## config.mk

```make
export PLATFORM = sky130hd
export DESIGN_NAME = dm_responder
export DESIGN_NICKNAME = d
export VERILOG_FILES = /design/src/rtl/dm_pkg.sv /design/src/rtl/dm_array.sv /design/src/rtl/dm_responder.sv
export SDC_FILE = /design/constraint.sdc
export NUM_CORES = 2
export LEC_CHECK = 0
export ABC_AREA = 1
export ABC_CLOCK_PERIOD_IN_PS = 10600
export BUFFER_PORTS_ARGS = -buffer_cell sky130_fd_sc_hd__buf_2
export CORE_MARGIN = 10
export CORE_UTILIZATION = 42
export DETAILED_ROUTE_END_ITERATION = 7
export PLACE_DENSITY = 0.67
export SYNTH_ARGS = -nofsm -noshare
export SYNTH_HDL_FRONTEND = slang
export SYNTH_SLANG_ARGS = --single-unit
```

## constraint.sdc

```tcl
create_clock -name clk -period 10.6 [get_ports clk]
set_input_delay 1.59 -clock clk [delete_from_list [all_inputs] [get_ports clk]]
set_output_delay 1.59 -clock clk [all_outputs]
set_load 0.05 [all_outputs]
```

## src/rtl/dm_pkg.sv

```systemverilog
// Shared types and defaults for the handshaked data-memory responder.
package dm_pkg;

  typedef enum logic [1:0] {
    IDLE = 2'd0,
    WAIT = 2'd1,
    RESP = 2'd2
  } dm_state_e;

  localparam int DM_AW    = 8;
  localparam int DM_DW    = 8;
  localparam int DM_DEPTH = 256;
  localparam int DM_LAT   = 2;
  localparam int DM_CNT_W = 16;

  // Increment that sticks at all-ones instead of wrapping.
  function automatic logic [DM_CNT_W-1:0] sat_inc(input logic [DM_CNT_W-1:0] v);
    return (&v) ? v : v + DM_CNT_W'(1);
  endfunction

endpackage

```

## src/rtl/dm_array.sv

```systemverilog
// DEPTH x DW data storage: synchronous write, registered read, no reset so it maps to block RAM.
module dm_array
  import dm_pkg::*;
#(
  parameter int AW    = DM_AW,
  parameter int DW    = DM_DW,
  parameter int DEPTH = DM_DEPTH
) (
  input  logic          clk,
  input  logic          we,
  input  logic          re,
  input  logic [AW-1:0] addr,
  input  logic [DW-1:0] wdata,
  output logic [DW-1:0] rdata
);

  logic [DW-1:0] mem [DEPTH];

  always_ff @(posedge clk) begin
    if (we) begin
      mem[addr] <= wdata;
    end
    if (re) begin
      rdata <= mem[addr];
    end
  end

endmodule

```

## src/rtl/dm_responder.sv

```systemverilog
// Load/store responder: accepts one request, waits LAT cycles, accesses dm_array, then
// holds the response until the initiator takes it.
module dm_responder
  import dm_pkg::*;
#(
  parameter int AW    = DM_AW,
  parameter int DW    = DM_DW,
  parameter int DEPTH = DM_DEPTH,
  parameter int LAT   = DM_LAT
) (
  input  logic                clk,
  input  logic                reset,
  input  logic                req_valid,
  output logic                req_ready,
  input  logic                req_we,
  input  logic [AW-1:0]       req_addr,
  input  logic [DW-1:0]       req_wdata,
  output logic                resp_valid,
  input  logic                resp_ready,
  output logic                resp_we,
  output logic [DW-1:0]       resp_rdata,
  output logic                resp_err,
  output logic [DM_CNT_W-1:0] load_cnt,
  output logic [DM_CNT_W-1:0] store_cnt,
  output logic                busy
);

  localparam int WCW = 4;

  dm_state_e state_reg, state_next;
  logic [WCW-1:0] wait_reg, wait_next;

  logic          cap_we_reg;
  logic [AW-1:0] cap_addr_reg;
  logic [DW-1:0] cap_wdata_reg;

  logic                resp_we_reg, resp_err_reg;
  logic [DM_CNT_W-1:0] load_cnt_reg, store_cnt_reg;

  logic          accept, acc_fire, acc_we, acc_ok, handshake;
  logic [AW-1:0] acc_addr;
  logic [DW-1:0] acc_wdata, arr_rdata;

  always_comb begin
    state_next = state_reg;
    wait_next  = wait_reg;
    accept     = 1'b0;
    acc_fire   = 1'b0;
    handshake  = 1'b0;
    acc_we     = cap_we_reg;
    acc_addr   = cap_addr_reg;
    acc_wdata  = cap_wdata_reg;
    case (state_reg)
      IDLE: begin
        if (req_valid) begin
          accept = 1'b1;
          // With no wait states the access uses the live request on the acceptance edge.
          if (LAT == 0) begin
            acc_fire   = 1'b1;
            acc_we     = req_we;
            acc_addr   = req_addr;
            acc_wdata  = req_wdata;
            state_next = RESP;
          end else begin
            wait_next  = WCW'(LAT > 0 ? LAT - 1 : 0);
            state_next = WAIT;
          end
        end
      end
      WAIT: begin
        if (wait_reg == '0) begin
          acc_fire   = 1'b1;
          state_next = RESP;
        end else begin
          wait_next = wait_reg - WCW'(1);
        end
      end
      RESP: begin
        if (resp_ready) begin
          handshake  = 1'b1;
          state_next = IDLE;
        end
      end
      default: state_next = IDLE;
    endcase
  end

  assign acc_ok = (32'(acc_addr) < 32'(DEPTH));

  always_ff @(posedge clk or negedge reset) begin
    if (!reset) begin
      state_reg     <= IDLE;
      wait_reg      <= '0;
      resp_we_reg   <= 1'b0;
      resp_err_reg  <= 1'b0;
      load_cnt_reg  <= '0;
      store_cnt_reg <= '0;
    end else begin
      state_reg <= state_next;
      wait_reg  <= wait_next;
      if (acc_fire) begin
        resp_we_reg  <= acc_we;
        resp_err_reg <= ~acc_ok;
      end
      if (handshake) begin
        if (resp_we_reg) begin
          store_cnt_reg <= sat_inc(store_cnt_reg);
        end else begin
          load_cnt_reg <= sat_inc(load_cnt_reg);
        end
      end
    end
  end

  // Request capture is pure datapath; it is only consumed after a fresh acceptance.
  always_ff @(posedge clk) begin
    if (accept) begin
      cap_we_reg    <= req_we;
      cap_addr_reg  <= req_addr;
      cap_wdata_reg <= req_wdata;
    end
  end

  dm_array #(
    .AW   (AW),
    .DW   (DW),
    .DEPTH(DEPTH)
  ) u_array (
    .clk  (clk),
    .we   (acc_fire && acc_we && acc_ok),
    .re   (acc_fire && !acc_we && acc_ok),
    .addr (acc_addr),
    .wdata(acc_wdata),
    .rdata(arr_rdata)
  );

  // The array read register is never reset, so rdata is masked outside RESP.
  always_comb begin
    resp_rdata = '0;
    if (state_reg == RESP) begin
      if (resp_err_reg) begin
        resp_rdata = '1;
      end else if (!resp_we_reg) begin
        resp_rdata = arr_rdata;
      end
    end
  end

  assign req_ready  = (state_reg == IDLE);
  assign resp_valid = (state_reg == RESP);
  assign busy       = (state_reg != IDLE);
  assign resp_we    = resp_we_reg;
  assign resp_err   = resp_err_reg;
  assign load_cnt   = load_cnt_reg;
  assign store_cnt  = store_cnt_reg;

endmodule
```

==> impl_metrics.tcl <==
set metrics [dict create \
    outcome "finished, final reports clean" \
    n_fill_cell 18200 \
    fp-row-count 167 \
    die_h_um 476 \
    ys_seq_elements 2112 \
    vias 58400 \
    coreArea_um2 207000 \
    start_kind "register" \
    hold_buffers 0 \
    period_share_pct 50.9 \
    multi_input_area_um2 21900 \
    grt_use_total_pct 19.9 \
    yosys_warnings 0 \
    clk_pin_slew_ps 60 \
    hold_viol 0 \
    dp_hpwl_um 123000 \
    worstPathCellList "buf_4, buf_4, buf_4, buf_4, nand3_1, nand4_1, nand2_1, nand2_1, o21ai_1, nand2_1, nor2_1, nor2_1, nor2_1, nand2_1" \
    seq_area_um2 63200 \
    synth_commonest_cells "nand2_1, edfxtp_1, nand3_1" \
    overflow 0 \
    clk_path_buf_depth 3 \
    synth_flop_cell "edfxtp_1" \
    layout_setup_ws_ps 5200 \
    critical-path-top-delay-family "buffers and inverters" \
    grt_max_degree 217 \
    synth_seq_area_share_pct 72.5 \
    ctsRootBufferMaster "clkbuf_16" \
    largest_reg_flops 2048 \
    min_period_ps 5400 \
    synth.area.top_cells "edfxtp_1, nand2_1, nand3_1" \
    cap_violations 0 \
    io_pins 66 \
    synthMostInstantiatedCell "nand2_1" \
    dieArea_um2 226000 \
    die-width_um 476 \
    yosys.area.top_type "edfxtp_1" \
    finalNetCount 7964 \
    syn_area_um2 87200 \
    worst_slew_pin_slew_ps 1320 \
    antenna_found_initial 6 \
    wire_per_inst_um 21.4 \
    slowest_delay_ps 1000 \
    tns_ps 0 \
    fmax_ghz 0.185 \
    synth_top_area_share_pct 71.4 \
    cp_slowest_cell "buf_4" \
    post_dp_cell_area_um2 89800 \
    synth_nets 8070 \
    grt_pass1_vias 55600 \
    postRouteAntennaNets 0 \
    cp.arrival_ps 6120 \
    async_flop_share_pct 1.85 \
    routabilityCongestion 0.832 \
    drc 0 \
    synthCells 8045 \
    drive_above_1_share_pct 5.74 \
    relSlewSlack_pct 11.9 \
    areaGrowthSynthToFinish_pct 10.8 \
    pre_cts_slack_ps 5410 \
    numPortBuffers 64 \
    dp.cells 10400 \
    firstDrtPassIters 6 \
    worstSetupPathType "reg -> reg" \
    p_per_area_nw_per_um2 213 \
    layoutNonFillerInstCount 10800 \
    hold_path.class "reg -> reg" \
    viasPerCell 5.39 \
    crit_fanout 88 \
    cts_htree_levels 4 \
    synth-edff-count 2073 \
    ir_drop_mv 0.216 \
    cts_resized 0 \
    post_cts.repair.setup_buffers 0 \
    numCtsBuffers 209 \
    cts.sinks 2112 \
    slew_viol_final 0 \
    worst-path-buf-inv 4 \
    finalSetupViolCount 0 \
    grt_pass1_wl_um 347000 \
    yosysUniqueCellTypes 29 \
    rsz0062_at_grt "false" \
    synth_area_per_cell_um2 10.8 \
    start_util_pct 42.2 \
    worst_ep_required_time_ps 11330 \
    p_leak_nw 37.0 \
    fin_area_um2 96600 \
    finalClockSkew_ps 39.4 \
    routed_wl_um 231000 \
    first_iter_violations 7459 \
    cts_tree "yes" \
    clk_latency_ps 870 \
    end_kind "register" \
]
path summary, 6_finish.rpt:
check	depth (start not counted)	slack (ps)	to	startpoint
hold / removal	1	480	wait_reg[3]	wait_reg[3]
hold reg to reg	1	480	wait_reg[3]	wait_reg[3]
min in group asynchronous	1	860	store_cnt[11]	reset
max in group asynchronous	1	9200	wait_reg[2]	reset
setup / recovery	14	5200	u_array.rdata[3]	acc_addr[1]
setup reg to reg	14	5200	u_array.rdata[3]	acc_addr[1]
stage by stage:
stage | total power, mW | utilization (%) | hold WS (ps)
global route | 21.3 | 46.7 | 514
detailed placement | 13.4 | 43.4 | 463
global placement | 13.3 | 43.4 | 454
floorplan | 12.1 | - | 434
finish | 20.6 | 46.7 | 482
CTS | 20.6 | 46.7 | 478
where the power goes:
part           total (mW)  internal, mW  switching (mW)  leakage, nW
Combinational        3.59         0.741            2.85         14.7
Sequential           9.65          9.61          0.0421         19.1
Clock                7.38          4.18            3.20         3.27
Total                20.6          14.5            6.09         37.0
routing by layer:
metal	routed length (um)	GRT usage (%)	share of wire (%)	up-vias
li1	-	-	-	26800
met1	93800	27.3	41	28200
met2	107000	31.5	46	2878
met3	21500	3.48	9.3	501
met4	9260	7.93	4.0	4
met5	20	0	0.0086	-
area by class of cell:
class                   instances  area share [%]
inverters                      48           0.205
well taps                    2704            3.50
flip-flops and latches       2112            65.5
multi-input cells            5428            22.7
clock inverters               137            1.45
repair buffers                140            1.10
clock buffers                 254            5.60
diodes                          1         0.00259
cell families after synthesis:
group | count (synthesis) | share of synthesized area [%]
other cells | 1 | 0.00430
flops | 2112 | 72.5
fa+ha+maj | 4 | 0.0574
compound gates | 143 | 0.822
xor+xnor | 27 | 0.271
buf+inv | 505 | 2.48
simple gates | 5253 | 23.9
cell usage in the layout, fill, tap and decap left out, drive strengths merged:
| cell type | Yosys | layout |
|---|---|---|
| xor2 | 15 | 15 |
| ha | 4 | 4 |
| nor3 | 12 | 12 |
| xnor2 | 12 | 12 |
| nor3b | 2 | 2 |
| and3 | 1 | 1 |
| o22ai | 1 | 1 |
| nor4 | 2 | 2 |
| buf | 247 | 140 |
| nand4 | 132 | 132 |
| clkinv | 1 | 94 |
| inv | 47 | 53 |
| clkinvlp | 0 | 16 |
| dfrtp | 39 | 39 |
| edfxtp | 2073 | 2073 |
| nor2 | 375 | 375 |
| nand2 | 4156 | 4156 |
| bufinv | 0 | 22 |
| a21oi | 7 | 7 |
| conb | 1 | 1 |
| diode | 0 | 1 |
| o21ai | 135 | 135 |
| clkbuf | 210 | 254 |
| nand3b | 1 | 1 |
| nand3 | 572 | 572 |
Power figures use the tool's default switching activity.
